File: config.mk
export PLATFORM = sky130hd
export DESIGN_NAME = ped_request_ctrl
export DESIGN_NICKNAME = d
export VERILOG_FILES = /design/src/rtl/ped_request_ctrl.sv
export SDC_FILE = /design/constraint.sdc
export NUM_CORES = 1
export LEC_CHECK = 0
export CORE_MARGIN = 2
export CORE_UTILIZATION = 40
export DETAILED_ROUTE_END_ITERATION = 12
export DONT_BUFFER_PORTS = 1
export HOLD_SLACK_MARGIN = 0.15
export PLACE_DENSITY = 0.51
export SLEW_MARGIN = 25
export SYNTH_ARGS = -nofsm -noshare
export SYNTH_HDL_FRONTEND = slang
export SYNTH_SLANG_ARGS = --single-unit
File: constraint.sdc
create_clock -name clk_i -period 5.9 [get_ports clk_i]
set_clock_uncertainty 0.1 [all_clocks]
set_input_delay 1.475 -clock clk_i [delete_from_list [all_inputs] [get_ports clk_i]]
set_output_delay 1.475 -clock clk_i [all_outputs]
set_load 0.02 [all_outputs]
File: src/rtl/ped_request_ctrl.sv
// Pedestrian crossing front end: debounces the crosswalk button, requests the
// pedestrian phase, and times walk, flashing clearance and cooldown.
module ped_request_ctrl #(
  parameter int unsigned DEBOUNCE_CYCLES = 4,
  parameter int unsigned FLASH_SECS      = 3,
  parameter int unsigned COOLDOWN_SECS   = 2
) (
  input  logic       clk_i,
  input  logic       rst_i,
  input  logic       tick_i,
  input  logic       button_i,
  input  logic       phase_grant_i,
  input  logic [6:0] load_time_i,
  output logic       ped_request_o,
  output logic [7:0] walk_light_o,
  output logic       ped_done_o,
  output logic       pending_o
);

  localparam int unsigned     DB_W       = $clog2(DEBOUNCE_CYCLES + 1);
  localparam logic [DB_W-1:0] DB_MAX     = DB_W'(DEBOUNCE_CYCLES);
  localparam logic [6:0]      FLASH_LOAD = 7'(FLASH_SECS);
  localparam logic [6:0]      COOL_LOAD  = 7'(COOLDOWN_SECS);
  localparam logic [7:0]      LIGHT_WALK = 8'hFF;
  localparam logic [7:0]      LIGHT_STOP = 8'h00;

  typedef enum logic [2:0] {
    S_IDLE,
    S_REQUEST,
    S_WALK,
    S_FLASH,
    S_CLEAR
  } state_t;

  state_t          state_q;
  logic [6:0]      cnt_q;
  logic            ped_request_q;
  logic [7:0]      walk_light_q;
  logic            ped_done_q;

  logic            btn_s1_q;
  logic            btn_s2_q;
  logic [DB_W-1:0] db_cnt_q;
  logic [DB_W-1:0] db_cnt_d;
  logic            press;
  logic            pending_q;
  logic            pending_d;
  logic            grant_accept;
  logic            cnt_last;

  // Counter saturates at DB_MAX so a held button registers exactly once.
  always_comb begin
    db_cnt_d = db_cnt_q;
    press    = 1'b0;
    if (!btn_s2_q) begin
      db_cnt_d = '0;
    end else if (db_cnt_q != DB_MAX) begin
      db_cnt_d = db_cnt_q + 1'b1;
      press    = (db_cnt_q == DB_MAX - 1'b1);
    end
  end

  assign grant_accept = (state_q == S_REQUEST) && phase_grant_i;
  assign pending_d    = press | (pending_q & ~grant_accept);
  assign cnt_last     = (cnt_q == 7'd1);

  always_ff @(posedge clk_i) begin
    if (rst_i) begin
      btn_s1_q  <= 1'b0;
      btn_s2_q  <= 1'b0;
      db_cnt_q  <= '0;
      pending_q <= 1'b0;
    end else begin
      btn_s1_q  <= button_i;
      btn_s2_q  <= btn_s1_q;
      db_cnt_q  <= db_cnt_d;
      pending_q <= pending_d;
    end
  end

  // Ticks arriving in the grant cycle are deliberately not counted.
  always_ff @(posedge clk_i) begin
    if (rst_i) begin
      state_q       <= S_IDLE;
      cnt_q         <= '0;
      ped_request_q <= 1'b0;
      walk_light_q  <= LIGHT_STOP;
      ped_done_q    <= 1'b0;
    end else begin
      ped_done_q <= 1'b0;
      case (state_q)
        S_IDLE: begin
          if (pending_q) begin
            state_q       <= S_REQUEST;
            ped_request_q <= 1'b1;
          end
        end
        S_REQUEST: begin
          if (phase_grant_i) begin
            state_q       <= S_WALK;
            ped_request_q <= 1'b0;
            walk_light_q  <= LIGHT_WALK;
            cnt_q         <= (load_time_i == 7'd0) ? 7'd1 : load_time_i;
          end
        end
        S_WALK: begin
          if (!phase_grant_i || (tick_i && cnt_last)) begin
            state_q      <= S_FLASH;
            cnt_q        <= FLASH_LOAD;
            walk_light_q <= LIGHT_STOP;
          end else if (tick_i) begin
            cnt_q <= cnt_q - 1'b1;
          end
        end
        S_FLASH: begin
          if (tick_i) begin
            if (cnt_last) begin
              state_q      <= S_CLEAR;
              cnt_q        <= COOL_LOAD;
              walk_light_q <= LIGHT_STOP;
              ped_done_q   <= 1'b1;
            end else begin
              cnt_q        <= cnt_q - 1'b1;
              walk_light_q <= ~walk_light_q;
            end
          end
        end
        S_CLEAR: begin
          if (tick_i) begin
            if (cnt_last) begin
              cnt_q         <= '0;
              state_q       <= pending_q ? S_REQUEST : S_IDLE;
              ped_request_q <= pending_q;
            end else begin
              cnt_q <= cnt_q - 1'b1;
            end
          end
        end
        default: begin
          state_q       <= S_IDLE;
          cnt_q         <= '0;
          ped_request_q <= 1'b0;
          walk_light_q  <= LIGHT_STOP;
        end
      endcase
    end
  end

  assign ped_request_o = ped_request_q;
  assign walk_light_o  = walk_light_q;
  assign ped_done_o    = ped_done_q;
  assign pending_o     = pending_q;

endmodule
==> results.md <==
* Status: complete, no violations
* Worst Setup Slack, final at 3.38 ns
* Global Route Usage Sum at 18.1%
* Synth Area in XOR/XNOR at 2.82%
* FF+latch count, synth at 26
* Avg WL per Cell at 15.4 µm
* Leak at around 0.59 nW
* Syn Inst Count at 192
* CP required at a little under 6 ns
* Final period util at 42.6%
* Drt pass-1 iters at 4
* Final #Nets at 200
* First-pass GRT wire length at between 6 and 7 mm
* Fraction of layout cells with a size suffix above 1 at just over 6%
* Setup bufs post-CTS at 0
* Max-cap violations at 0
* Footprint of the multi-input gates at between 900 and 1000 µm²
* Root Buffer: clkbuf_8
* # fillers at 386
* Worst slack at placement at approximately 3.1 ns
* Count leader, synth: dfxtp_1
* DR iter-0 viols at 157
* Reg2Reg Depth at 6
* Worst Path Max Fanout at 10
* Initial Util at 42.1%
* Largest net degree at the start of global routing at 29
* # DRC at 0
* CP max stage cell: and4bb_2
* H-tree Lvls at 1
* Post-synth top area share at between 30% and 40%
* Area growth syn-to-layout at 4.27%
* Critical path buffers and inverters at 0
* Final HPWL DP at between 2 and 2.5 mm
* Crit-path leading delay family: compound AO/OA/AOI/OAI gates
* Vias at 1,373
* Num CTS Buffers at 3
* Die area at 4390 µm²
* Post-layout util at 43.9%
* Arrival time at the worst endpoint at 2.58 ns
* Worst R2R Setup Slack at 3.63 ns
* Reg area at between 500 and 600 µm²
* Type of the worst setup path: in2reg
* Ant. Diodes at 0
* CTS tree: yes
* Compound-Gate Fraction of Synth Area at 24.0%
* Crit path time final at 2.52 ns
* CP Depth at 5
* Syn. warnings at 0
* Cell taking the most area after synthesis: dfxtp_1
* Worst-margin pin slew at 0.805 ns
* Post-Syn Area at 1550 µm²
* IO Count at 23
* Worst vdd ir at 0.136 mV
* Vias in the first global route at 1,356
* Max incr delay on CP at 0.32 ns
* Core Area at 3690 µm²
* Worst R2R End: walk_light_o[2]$_SDFFE_PP0P_
* Clock slew at reported path FFs at 0.10 ns
* Adder-Cell Fraction of Synth Area at 4.03%
* Chip height at 66.3 µm
* Syn_nets at 209
* Synth cell types at 48
* Main combinational cell family by area after synthesis: compound AO/OA/AOI/OAI gates
* Clock Latency Late Sink at 0.27 ns
* Hold Crit Endpoint: btn_s2_q$_SDFF_PP0_
* HP Class: reg2reg
* Post-CTS Resized at 0
* Top cells by area, synth: dfxtp_1 34%, mux2i_1 5.2%, o21ai_0 5.2%
* Number of flops mapped to enable cells by yosys at 0
* Inst Count DP at 226
* Top cells by count, synth: 26 x dfxtp_1, 19 x nor2_1, 16 x o21ai_0, 11 x a21oi_1, 11 x inv_1
* CP cell instances: and4bb_2 > a31oi_1 > a21oi_1 > o211ai_1 > o311ai_0
* RSZ-0062 raised after global routing: no
* Num rows at 22
* Placer's final routability congestion estimate at 0.839
* Final setup vio count at 0
* Average size of a mapped cell at between 8 and 9 µm²
* Die X at 66.3 µm
* Hold Buf Count CTS at 0
* Setup_tns at 0 ns
* Type of origin of the critical path: input port
* Initial antenna violation count at 0
* Post-Route WL at 3.55 mm
* Dominant synthesized flop cell: dfxtp_1
* FFs w/ async S/R, synth at 0%
* PortBufs at 0
* Routed Antenna Nets at 0
* R2r startpoint: cnt_q[0]$_SDFFE_PP0P_
* Clock sink total at 26
* Total grt overflow at 0
* Power Density at about 270 nW/µm²
* Worst Min Path Start: btn_s1_q$_SDFF_PP0_
* Worst setup EP type: flop
* Post-synthesis sequential area ratio at 33.5%
* Pins Over Slew Limit at 0
* Longest Clk Path Bufs at 2
* Simple-gate area share of the yosys netlist at 23.5%
* Endpoints failing hold at 0
* Relative slew slack at approximately 46%
* Hold path depth at 1
* Finished Layout Cells at 230
* Vias per inst at 5.97
* Mux contribution to synthesized area at 5.16%
* Maximum clock frequency at 0.397 GHz
registers in the layout, indices dropped and copies added, names as in the netlist:
register       count
btn_s1_q           1
btn_s2_q           1
cnt_q              7
db_cnt_q           3
ped_done_o         1
ped_request_o      1
pending_o          1
state_q            3
walk_light_o       8
report_power, final:
group	leakage [nW]	switching, mW	internal [mW]
registers	0.210	0.0194	0.183
clock network	0.0357	0.0604	0.0908
logic	0.349	0.0412	0.0351
metrics by stage:
stage / hold slack (ns) / cell area, µm² / power, mW
final: 0.348 / 1620 / 0.430
after global routing: 0.367 / 1620 / 0.455
after CTS: 0.352 / 1620 / 0.435
after detailed placement: 0.335 / 1550 / 0.283
after global placement: 0.322 / 1550 / 0.281
after floorplan: 0.314 / 1550 / 0.273
kinds of logic after synthesis:
family	count (synthesis)
xor gates and xnor gates	5
and+or+nand+nor	65
AOI/OAI and AO/OA	58
adders and majority gates	5
muxes	8
DFF	26
buffers and inverters	25
area by class of cell:
class / instances / area share, %
multi-input combinational: 141 / 57.2
sequential: 26 / 32.2
clock buffer: 3 / 2.55
tap: 48 / 3.71
inverter: 11 / 2.55
clock inverter: 1 / 1.86
cells in the final DEF, fill, tap and decap left out, drive strengths merged, types with 4 or more instances in the layout:
cell type	n
ha	5
mux2i	8
a21oi	11
nand3	4
nor4	5
a31oi	4
nand3b	5
o21ai	16
nand2	9
dfxtp	26
a22oi	6
inv	11
nor2	19
or3	4
per-layer routing:
metal  GRT usage, %  vias up  part of all wire [%]
met5              0        -                     0
met4           8.16        0                  0.82
met3           4.26        2                   7.0
met2           29.0       54                    47
met1           22.8      642                    45
li1               -      675                     -
worst max-delay path by stage:
stage	start	endpoint	slack [ns]
2_1_floorplan	phase_grant_i	cnt_q[1]$_SDFFE_PP0P_	3.04
3_3_place_gp	tick_i	walk_light_o[0]$_SDFFE_PP0P_	3.13
5_1_grt	phase_grant_i	cnt_q[1]$_SDFFE_PP0P_	3.29
6_report	phase_grant_i	cnt_q[1]$_SDFFE_PP0P_	3.38
3_5_place_dp	phase_grant_i	cnt_q[1]$_SDFFE_PP0P_	3.08
4_1_cts	phase_grant_i	cnt_q[1]$_SDFFE_PP0P_	3.41
Power figures use the tool's default switching activity.
